`src/rtl/dma_peripheral_port.sv`:
```
// dma_peripheral_port: 8237A-style DMA peripheral endpoint.
// Raises DREQ for a local device, answers DACK with IOR_N/IOW_N strobes and
// buffers bytes in a small FIFO between the DMA bus and local valid/ready streams.
module dma_peripheral_port #(
  parameter int unsigned DEPTH = 8,
  parameter int unsigned DW    = 8
) (
  input  logic          CLK,
  input  logic          RESET,
  input  logic          arm,
  input  logic          dir,
  output logic          DREQ,
  input  logic          DACK,
  input  logic          IOR_N,
  input  logic          IOW_N,
  input  logic          EOP_N,
  input  logic [DW-1:0] DB_in,
  output logic [DW-1:0] DB_out,
  output logic          DB_oe,
  input  logic          s_valid,
  input  logic [DW-1:0] s_data,
  output logic          s_ready,
  output logic          m_valid,
  output logic [DW-1:0] m_data,
  input  logic          m_ready,
  output logic          done,
  output logic [15:0]   xfer_count
);

  localparam int unsigned PW = $clog2(DEPTH);
  localparam int unsigned CW = $clog2(DEPTH + 1);

  typedef enum logic [1:0] {IDLE, REQ, ACK, RECOVER} state_t;

  state_t          state_q, state_d;
  logic            dreq_q, dreq_d;
  logic            stb_q, stb_d;
  logic [DW-1:0]   hold_q, hold_d;
  logic            arm_q;
  logic            done_q, done_d;
  logic [15:0]     xfer_q, xfer_d;
  logic [CW-1:0]   cnt_q, cnt_d;
  logic [PW-1:0]   wr_ptr_q, wr_ptr_d;
  logic [PW-1:0]   rd_ptr_q, rd_ptr_d;
  logic            s_ready_q, s_ready_d;
  logic            m_valid_q, m_valid_d;
  logic [DW-1:0]   m_data_q, m_data_d;
  logic [DW-1:0]   mem_q [DEPTH];

  logic            stb_low, release_c, full, empty, req_cond, arm_rise;
  logic            push, pop;
  logic [DW-1:0]   push_data, head_d;

  // Bus strobe decode and FIFO occupancy flags
  always_comb begin
    stb_low   = dir ? !IOW_N : !IOR_N;
    release_c = stb_q && !stb_low;
    full      = (cnt_q == CW'(DEPTH));
    empty     = (cnt_q == CW'(0));
    req_cond  = arm && !done_q && (dir ? !full : !empty);
    arm_rise  = arm && !arm_q;
  end

  // Route FIFO push/pop between the bus side and the local stream by direction
  always_comb begin
    push      = 1'b0;
    pop       = 1'b0;
    push_data = s_data;
    if (!dir) begin
      push = s_valid && s_ready_q && !full;
      pop  = release_c && !empty;
    end else begin
      push      = release_c && !full;
      push_data = hold_q;
      pop       = m_valid_q && m_ready && !empty;
    end
  end

  // FIFO pointer/count update and next head value for the registered sink port
  always_comb begin
    cnt_d    = cnt_q;
    wr_ptr_d = wr_ptr_q;
    rd_ptr_d = rd_ptr_q;
    if (push) wr_ptr_d = wr_ptr_q + PW'(1);
    if (pop)  rd_ptr_d = rd_ptr_q + PW'(1);
    case ({push, pop})
      2'b10:   cnt_d = cnt_q + CW'(1);
      2'b01:   cnt_d = cnt_q - CW'(1);
      default: cnt_d = cnt_q;
    endcase
    head_d    = (push && (rd_ptr_d == wr_ptr_q)) ? push_data : mem_q[rd_ptr_d];
    m_valid_d = dir && (cnt_d != CW'(0));
    m_data_d  = m_valid_d ? head_d : '0;
    s_ready_d = !dir && (cnt_d != CW'(DEPTH));
  end

  // Handshake FSM: next state, strobe tracking and write-data hold capture
  always_comb begin
    state_d = state_q;
    stb_d   = 1'b0;
    hold_d  = hold_q;
    case (state_q)
      IDLE: begin
        if (req_cond) state_d = REQ;
      end
      REQ: begin
        if (DACK)           state_d = ACK;
        else if (!req_cond) state_d = IDLE;
      end
      ACK: begin
        if (release_c) begin
          state_d = RECOVER;
        end else if (!DACK) begin
          state_d = RECOVER;
        end else begin
          stb_d = stb_low;
          if (dir && !IOW_N) hold_d = DB_in;
        end
      end
      RECOVER: begin
        if (!DACK) state_d = IDLE;
      end
      default: state_d = IDLE;
    endcase
    dreq_d = (state_d == REQ);
  end

  // Terminal-count flag and byte counter, both cleared on a fresh arm
  always_comb begin
    done_d = done_q;
    xfer_d = xfer_q;
    if (arm_rise) begin
      done_d = 1'b0;
      xfer_d = 16'd0;
    end else begin
      if (DACK && !EOP_N) done_d = 1'b1;
      if (release_c)      xfer_d = xfer_q + 16'd1;
    end
  end

  // State registers
  always_ff @(posedge CLK or posedge RESET) begin
    if (RESET) begin
      state_q   <= IDLE;
      dreq_q    <= 1'b0;
      stb_q     <= 1'b0;
      hold_q    <= '0;
      arm_q     <= 1'b0;
      done_q    <= 1'b0;
      xfer_q    <= 16'd0;
      cnt_q     <= '0;
      wr_ptr_q  <= '0;
      rd_ptr_q  <= '0;
      s_ready_q <= 1'b0;
      m_valid_q <= 1'b0;
      m_data_q  <= '0;
    end else begin
      state_q   <= state_d;
      dreq_q    <= dreq_d;
      stb_q     <= stb_d;
      hold_q    <= hold_d;
      arm_q     <= arm;
      done_q    <= done_d;
      xfer_q    <= xfer_d;
      cnt_q     <= cnt_d;
      wr_ptr_q  <= wr_ptr_d;
      rd_ptr_q  <= rd_ptr_d;
      s_ready_q <= s_ready_d;
      m_valid_q <= m_valid_d;
      m_data_q  <= m_data_d;
    end
  end

  // FIFO storage; contents are only meaningful between the pointers
  always_ff @(posedge CLK) begin
    if (push) mem_q[wr_ptr_q] <= push_data;
  end

  // Bus drive is combinational so it collapses immediately on reset or strobe release
  always_comb begin
    DB_oe  = DACK && !IOR_N && !dir && (state_q == ACK);
    DB_out = (DB_oe && !empty) ? mem_q[rd_ptr_q] : '0;
  end

  assign DREQ       = dreq_q;
  assign s_ready    = s_ready_q;
  assign m_valid    = m_valid_q;
  assign m_data     = m_data_q;
  assign done       = done_q;
  assign xfer_count = xfer_q;

endmodule

```
`config.mk`:
```
export PLATFORM = sky130hd
export DESIGN_NAME = dma_peripheral_port
export DESIGN_NICKNAME = d
export VERILOG_FILES = /design/src/rtl/dma_peripheral_port.sv
export SDC_FILE = /design/constraint.sdc
export NUM_CORES = 1
export LEC_CHECK = 0
export CAP_MARGIN = 20
export CORE_AREA = 5 5 88 131
export CTS_BUF_LIST = sky130_fd_sc_hd__clkbuf_8
export DETAILED_ROUTE_END_ITERATION = 10
export DIE_AREA = 0 0 93 136
export MAX_ROUTING_LAYER = met4
export PLACE_DENSITY_LB_ADDON = 0.05
export SLEW_MARGIN = 20
export SYNTH_ARGS = -nofsm -noshare
export SYNTH_HDL_FRONTEND = slang
export SYNTH_SLANG_ARGS = --single-unit
```
`constraint.sdc`:
```
create_clock -name CLK -period 5.74 [get_ports CLK]
set_input_delay 1.722 -clock CLK [delete_from_list [all_inputs] [get_ports CLK]]
set_output_delay 1.722 -clock CLK [all_outputs]
set_load 0.005 [all_outputs]
```
* After elaboration in Yosys (flattened, before gate mapping)
Memory sizes are Yosys's and may differ from the RTL's.
Cells that the tools add are included.
** Cells by class
- Add/subtract/negate cells :: 5
- Eq/ne operators :: 9
- Multiplexer cells :: 26
- Bitwise operators :: 1
- Reductions and logical operators :: 34
** Operators with widths (count)
- 16-bit two-way mux :: 2
- 8-bit two-way mux :: 4
- 1-bit logical AND :: 19
- 16-bit by 1-bit adder with 16-bit output, second input constant :: 1
- 2-bit two-way mux :: 6
- 1-bit two-way mux :: 11
- 1-bit logical NOT :: 9
- 2-bit case mux with 4 select lines :: 1
- 4-bit case mux with 2 select lines :: 1
- 3-bit by 1-bit adder with 3-bit output, second input constant :: 2
- 2-bit by 1-bit == test with 1-bit output, second input constant :: 3
- 2-bit == test, second input constant :: 3
- 4-bit by 1-bit adder with 4-bit output, second input constant :: 1
- 4-bit == test, second input constant :: 1
- 4-bit logical NOT :: 1
- 4-bit inequality test, second input constant :: 1
- 4-bit AND reduction :: 1
- 2-bit nonzero test :: 2
- 4-bit nonzero test :: 1
- 4-bit by 1-bit subtractor with 4-bit output, second input constant :: 1
- 3-bit == test :: 1
- 3-bit two-way mux :: 1
- 2-bit logical NOT :: 1
- 1-bit NOT :: 1
** Storage, ports and cells
- Bits in registers :: 50
- Bits in writable memories :: 64
- Bits of input ports :: 26
- Output and inout bits :: 37
- Word-level logic and storage cells :: 89
- Memories :: 1
** Memory list
- mem_q :: words 8, bits a word 8, read ports 2, clocked after memory_dff 0, write ports 1, RTL line 48 : logic [DW-1:0] mem_q [DEPTH];

* Depth between registers and ports, before layout
- Depth in word-level cells :: 11
- Gate-level depth with buffers :: 14

* Least setup slack after synthesis
OpenSTA, ideal clock, no wires.
- Path kind :: input to register
- From :: in dir
- To :: reg m_data_q[3] (netlist: m_data[3])
- Arrival :: 4.318 ns
- Path slack :: 1.343 ns
- Cell stages on the path :: 14
- Path buffers :: 2
- Cell sequence :: buf_2 > nand3_1 > a22oi_1 > inv_1 > ha_1 > xor2_1 > ha_1 > a21oi_1 > xor2_1 > or3_1 > nand3_1 > clkbuf_1 > o211ai_1 > mux2i_1
** On the way
- Word-level cells in the longest chain between the ends :: 10
** RTL lines
- start: declaration :: RTL line 11 : input logic dir,
- branches (longest 9 deep; another with memory 8 x 8 bit)
- 8-bit two-way mux (*) :: RTL line 93 : m_data_d = m_valid_d ? head_d : '0;
- named net m_data_d[3] :: RTL line 47 : logic [DW-1:0] m_data_q, m_data_d;
- end signal: assignment :: RTL line 170 : m_data_q <= m_data_d;
- end: declaration :: RTL line 47
Mark *: on every way through the listed nets, which the timed path passes.
A chain may end at the register's enable or synchronous reset.

* Worst setup path in the final report
- From :: in DACK
- To :: out DB_out[0]
** On the way
- Word-level cells in the longest chain between the ends :: 5
** RTL lines
- start: declaration :: RTL line 13 : input logic DACK,
- 1-bit logical AND (3 in a row) :: RTL line 181 : DB_oe = DACK && !IOR_N && !dir && (state_q == ACK);
- 1-bit logical AND :: RTL line 182 : DB_out = (DB_oe && !empty) ? mem_q[rd_ptr_q] : '0;
- 8-bit two-way mux :: RTL line 182
- end: declaration :: RTL line 18 : output logic [DW-1:0] DB_out,
Every way passes these cells.

==> results.txt <==
In the detailed route, the total length drawn on met2 is 6712 um. Class of the worst hold path: reg2reg. The floorplan step defined a die boundary enclosing 0.01265 mm^2. The number of fillers in the final layout is 758, and the height of the die is 136 um. The setup check on the worst reg-to-reg path leaves a slack of 2.45 ns. The share of total power in the clock network is 0.276. Yosys printed 0 warnings.

At the pin with the least slew margin, the transition time is 1.063 ns. For this run, the number of standard cells in the final layout without fillers is 590. The total power is 3288 uW, and the number of synthesized flops with an enable pin is 64. The part of the cycle the worst path needs came out at 0.9469. The cell seen most often among critical-path stages is sky130_fd_sc_hd__clkdlybuf4s50_1. The routed via count divided by cell count was 5.898.

In this run the standard cell core region covers 0.01036 mm^2. The via count of the first global-routing pass is 3608. The total net switching power came out at 1072 uW.

The number of standard-cell rows in the floorplan came out at 46. Setup repair after global routing left no endpoint under its margin. Synthesis handed over a netlist of 383 instances. The leading cell type in the layout, fill and taps excluded is sky130_fd_sc_hd__edfxtp_1. The logs give 3.71 ns for the data arrival time of the worst path and 0.2891 for the headroom to the max-slew limit. STA classifies the critical path endpoint as an output pin.

The first routing iteration left 140 violations. Averaged over all synthesized cells, the footprint is 14.66 um^2. The share of total power consumed by net switching was 0.3259; the maximum net fanout on the critical path was 8. The wire-length estimate of the detail-placed layout is 8642 um. The total buffers and inverters traversed by the critical path is 2, and the wire length of the first global-routing pass is 19420 um.

When the netlist entered floorplanning its net count stood at 415. The async set-or-reset flop fraction in the synthesized netlist is 0.4386. The part of the total power dissipated in sequential elements was 0.368. The worst stage delay on the critical path came out at 0.54 ns. After detailed routing, the number of remaining DRC violations is 0. The run gives 488 um as the sum of met3 wire segment lengths after detailed routing. In this run, placement finished with an instance count of 558.

The fraction of final layout cells with drive strength greater than 1 is 0.2277, and the combinational share of power is 0.356. The total negative setup slack is 0 ns, and the fmax is 184.0 MHz. The die is 93 um wide. The final layout contains routed wiring with a total length of 12280 um.

The count of TritonRoute iterations in the first routing pass was 4; the aggregate global routing overflow was 0. Entering global routing, the biggest net connects 51 pins. The worst setup path is of the in2out kind. For this design the ratio of total power to cell area is 477.2 mW/mm^2. The worst voltage drop across the vdd grid was 0.3411 mV.

The highest metal layer with signal wires is met4. The synthesized design contains 114 register bits. The gate family responsible for the most delay along the worst path was buffers and inverters. The run gives 0 as the buffer count from post-CTS setup fixing.

The logs give 0 for the number of failing setup endpoints in the final timing report and 0 for the number of pins exceeding their max-slew limit in the final report. The total clock buffers created by CTS was 17. For the initial standard-cell utilization of the core, the log shows 0.5418. The hold violation count in the final report came out at 0. TritonCTS built the clock tree. In the layout the commonest cells are sky130_fd_sc_hd__edfxtp_1 (64), sky130_fd_sc_hd__clkdlybuf4s50_1 (62), sky130_fd_sc_hd__dfrtp_1 (50), sky130_fd_sc_hd__mux2i_1 (32), sky130_fd_sc_hd__mux4_2 (30).

The initial antenna violation count is 0, and the H-tree depth is 4. The run gives 0.5653 as the sequential cell area fraction in the yosys report. The category of the worst setup path launch point is an input pin. The run finished with clean final reports. The layout overhead on the synthesized area is 22.76%. In this run the remaining antenna-violating nets after routing total 0. At the end of the flow, the number of nets in the layout was 489. The cell with the biggest individual delay on the critical path is sky130_fd_sc_hd__clkdlybuf4s50_1. For this run, the leading register cell type out of synthesis is sky130_fd_sc_hd__edfxtp_1. Clock tree synthesis found a total of 114 sinks.

After clock tree synthesis, the clock-pin slew on the worst setup and hold paths is 0.07 ns. The clock reaches the later pin of the worst-skew pair after 0.43 ns. Across the run, the number of max-cap violations was 0. The signal on the critical path passes through clkdlybuf4s50_1 > nand3_1 > nor3_1 > nand2b_2 > nor2_1 > clkdlybuf4s50_1. The synthesized netlist contains 45 unique library cells.

The repair_antennas step left the layout with diodes totalling 0. Global routing usage summed across all routing layers: 0.2151. The tools report the post-synthesis cell area as 0.005613 mm^2. For the finished layout, the period the worst path requires is 5.435 ns.

CTS placed an instance of sky130_fd_sc_hd__clkbuf_8 at the clock tree root. The number of I/O pins came out at 63. The count of buffers added on input and output ports is 62.

The tools report the internal power summed over all cells as 2217 uW. The total routed wire length on the met1 layer was 4814 um. The buffer levels on the longest clock path was 2. Final weighted congestion in routability-driven placement: 0.7681. After detailed routing, the average wire length per cell comes to 20.81 um. The run gives 3480 as the count of vias placed by the detailed router.

The logs give 4.02 ns for the required time at the endpoint of the critical path and 0.002532 uW for the leakage dissipation. Clock skew on the completed layout was measured at 0.01081 ns.
[worst reg2reg max path, cell delays in order (launching register included)]
cell                       delay [ns]
sky130_fd_sc_hd__dfrtp_1         0.96
sky130_fd_sc_hd__ha_1            0.33
sky130_fd_sc_hd__inv_1           0.06
sky130_fd_sc_hd__a211oi_1        0.32
sky130_fd_sc_hd__xor2_1          0.39
sky130_fd_sc_hd__xor2_1          0.22
sky130_fd_sc_hd__nor4_4          0.67
sky130_fd_sc_hd__mux2i_1         0.27
[path summary, 6_finish.rpt]
kind,cells past startpoint,from,end
max,6,DACK,DB_out[0]
min,1,hold_q[6],hold_q[6]
max reg2reg,7,rd_ptr_q[1],m_data[2]
min reg2reg,1,hold_q[6],hold_q[6]
max in group asynchronous,3,RESET,cnt_q[3]
min in group asynchronous,3,RESET,xfer_count[14]
[cells by family after synthesis]
family / count (synthesis) / share of synthesized area
muxes: 83 / 0.2269
adders and majority gates: 6 / 0.01337
xor gates and xnor gates: 23 / 0.03856
AOI/OAI and AO/OA: 37 / 0.04325
DFF: 114 / 0.5653
buffers and inverters: 31 / 0.02519
and+or+nand+nor: 89 / 0.08738
[area by class of cell]
class | count | area [um^2] | area share
Clock inverter | 15 | 254.0 | 0.03686
Multi-Input combinational cell | 238 | 2303 | 0.3343
Timing Repair Buffer | 76 | 738.2 | 0.1071
Clock buffer | 17 | 234.0 | 0.03396
Inverter | 10 | 37.54 | 0.005448
Sequential cell | 114 | 3173 | 0.4605
Tap cell | 120 | 150.1 | 0.02179
[cell usage after synthesis (3+ instances only)]
| master | count | share of area |
|---|---|---|
| sky130_fd_sc_hd__edfxtp_1 | 64 | 0.34 |
| sky130_fd_sc_hd__nand2_1 | 12 | 0.0080 |
| sky130_fd_sc_hd__mux2i_1 | 32 | 0.057 |
| sky130_fd_sc_hd__xnor2_1 | 7 | 0.011 |
| sky130_fd_sc_hd__clkbuf_1 | 7 | 0.0047 |
| sky130_fd_sc_hd__ha_1 | 6 | 0.013 |
| sky130_fd_sc_hd__o21ai_0 | 8 | 0.0071 |
| sky130_fd_sc_hd__nor3_1 | 5 | 0.0045 |
| sky130_fd_sc_hd__nand3_1 | 12 | 0.011 |
| sky130_fd_sc_hd__dfrtp_1 | 50 | 0.22 |
| sky130_fd_sc_hd__nand3b_1 | 3 | 0.0040 |
| sky130_fd_sc_hd__nand2b_1 | 3 | 0.0033 |
| sky130_fd_sc_hd__xor2_1 | 14 | 0.022 |
| sky130_fd_sc_hd__buf_2 | 8 | 0.0071 |
| sky130_fd_sc_hd__mux4_2 | 30 | 0.12 |
| sky130_fd_sc_hd__or3_1 | 5 | 0.0056 |
| sky130_fd_sc_hd__nand4_1 | 3 | 0.0033 |
| sky130_fd_sc_hd__nor3b_1 | 5 | 0.0067 |
| sky130_fd_sc_hd__nor2_1 | 28 | 0.019 |
| sky130_fd_sc_hd__o211ai_1 | 14 | 0.019 |
| sky130_fd_sc_hd__mux2_2 | 18 | 0.036 |
| sky130_fd_sc_hd__a21oi_1 | 7 | 0.0062 |
| sky130_fd_sc_hd__inv_1 | 10 | 0.0067 |
| sky130_fd_sc_hd__buf_1 | 4 | 0.0027 |
[state kept, by name, summed over array words and instances, names as in the netlist, 2 cells and up]
register	flops
m_data	8
xfer_count	16
state_q	2
mem_q	64
hold_q	8
rd_ptr_q	3
cnt_q	4
wr_ptr_q	3
[layer usage]
layer | global-route usage | vias up
met5 | - | -
met1 | 0.2429 | 1761
met2 | 0.3683 | 80
met4 | 0.09128 | 0
met3 | 0.04651 | 20
li1 | - | 1619
[metrics by stage]
stage | util | instance area (um^2) | hold WS [ns] | setup slack, ns
3_3_place_gp | 0.6175 | 6397 | 0.4863 | 0.2546
5_1_grt | 0.6651 | 6890 | 0.5327 | 0.05905
6_report | 0.6651 | 6890 | 0.5130 | 0.3049
2_1_floorplan | - | 5613 | 0.4695 | 1.343
4_1_cts | 0.6646 | 6885 | 0.5164 | 0.1353
3_5_place_dp | 0.6175 | 6397 | 0.5001 | 0.1605
[power by group through the flow]
| stage | sequential [uW] | clock (uW) | combinational, uW |
|---|---|---|---|
| CTS | 1210 | 926 | 1190 |
| floorplan | 1120 | 0 | 957 |
| detailed placement | 1230 | 0 | 1190 |
| finish | 1210 | 907 | 1170 |
| global route | 1230 | 965 | 1280 |
| global placement | 1220 | 0 | 1160 |
[timing repair]
item	4_1_cts	5_1_grt
endpoints found under the hold margin	0	0
hold buffers	0	0
endpoints found under the setup margin	0	2
resized for setup	0	1
Power figures use the tool's default switching activity.
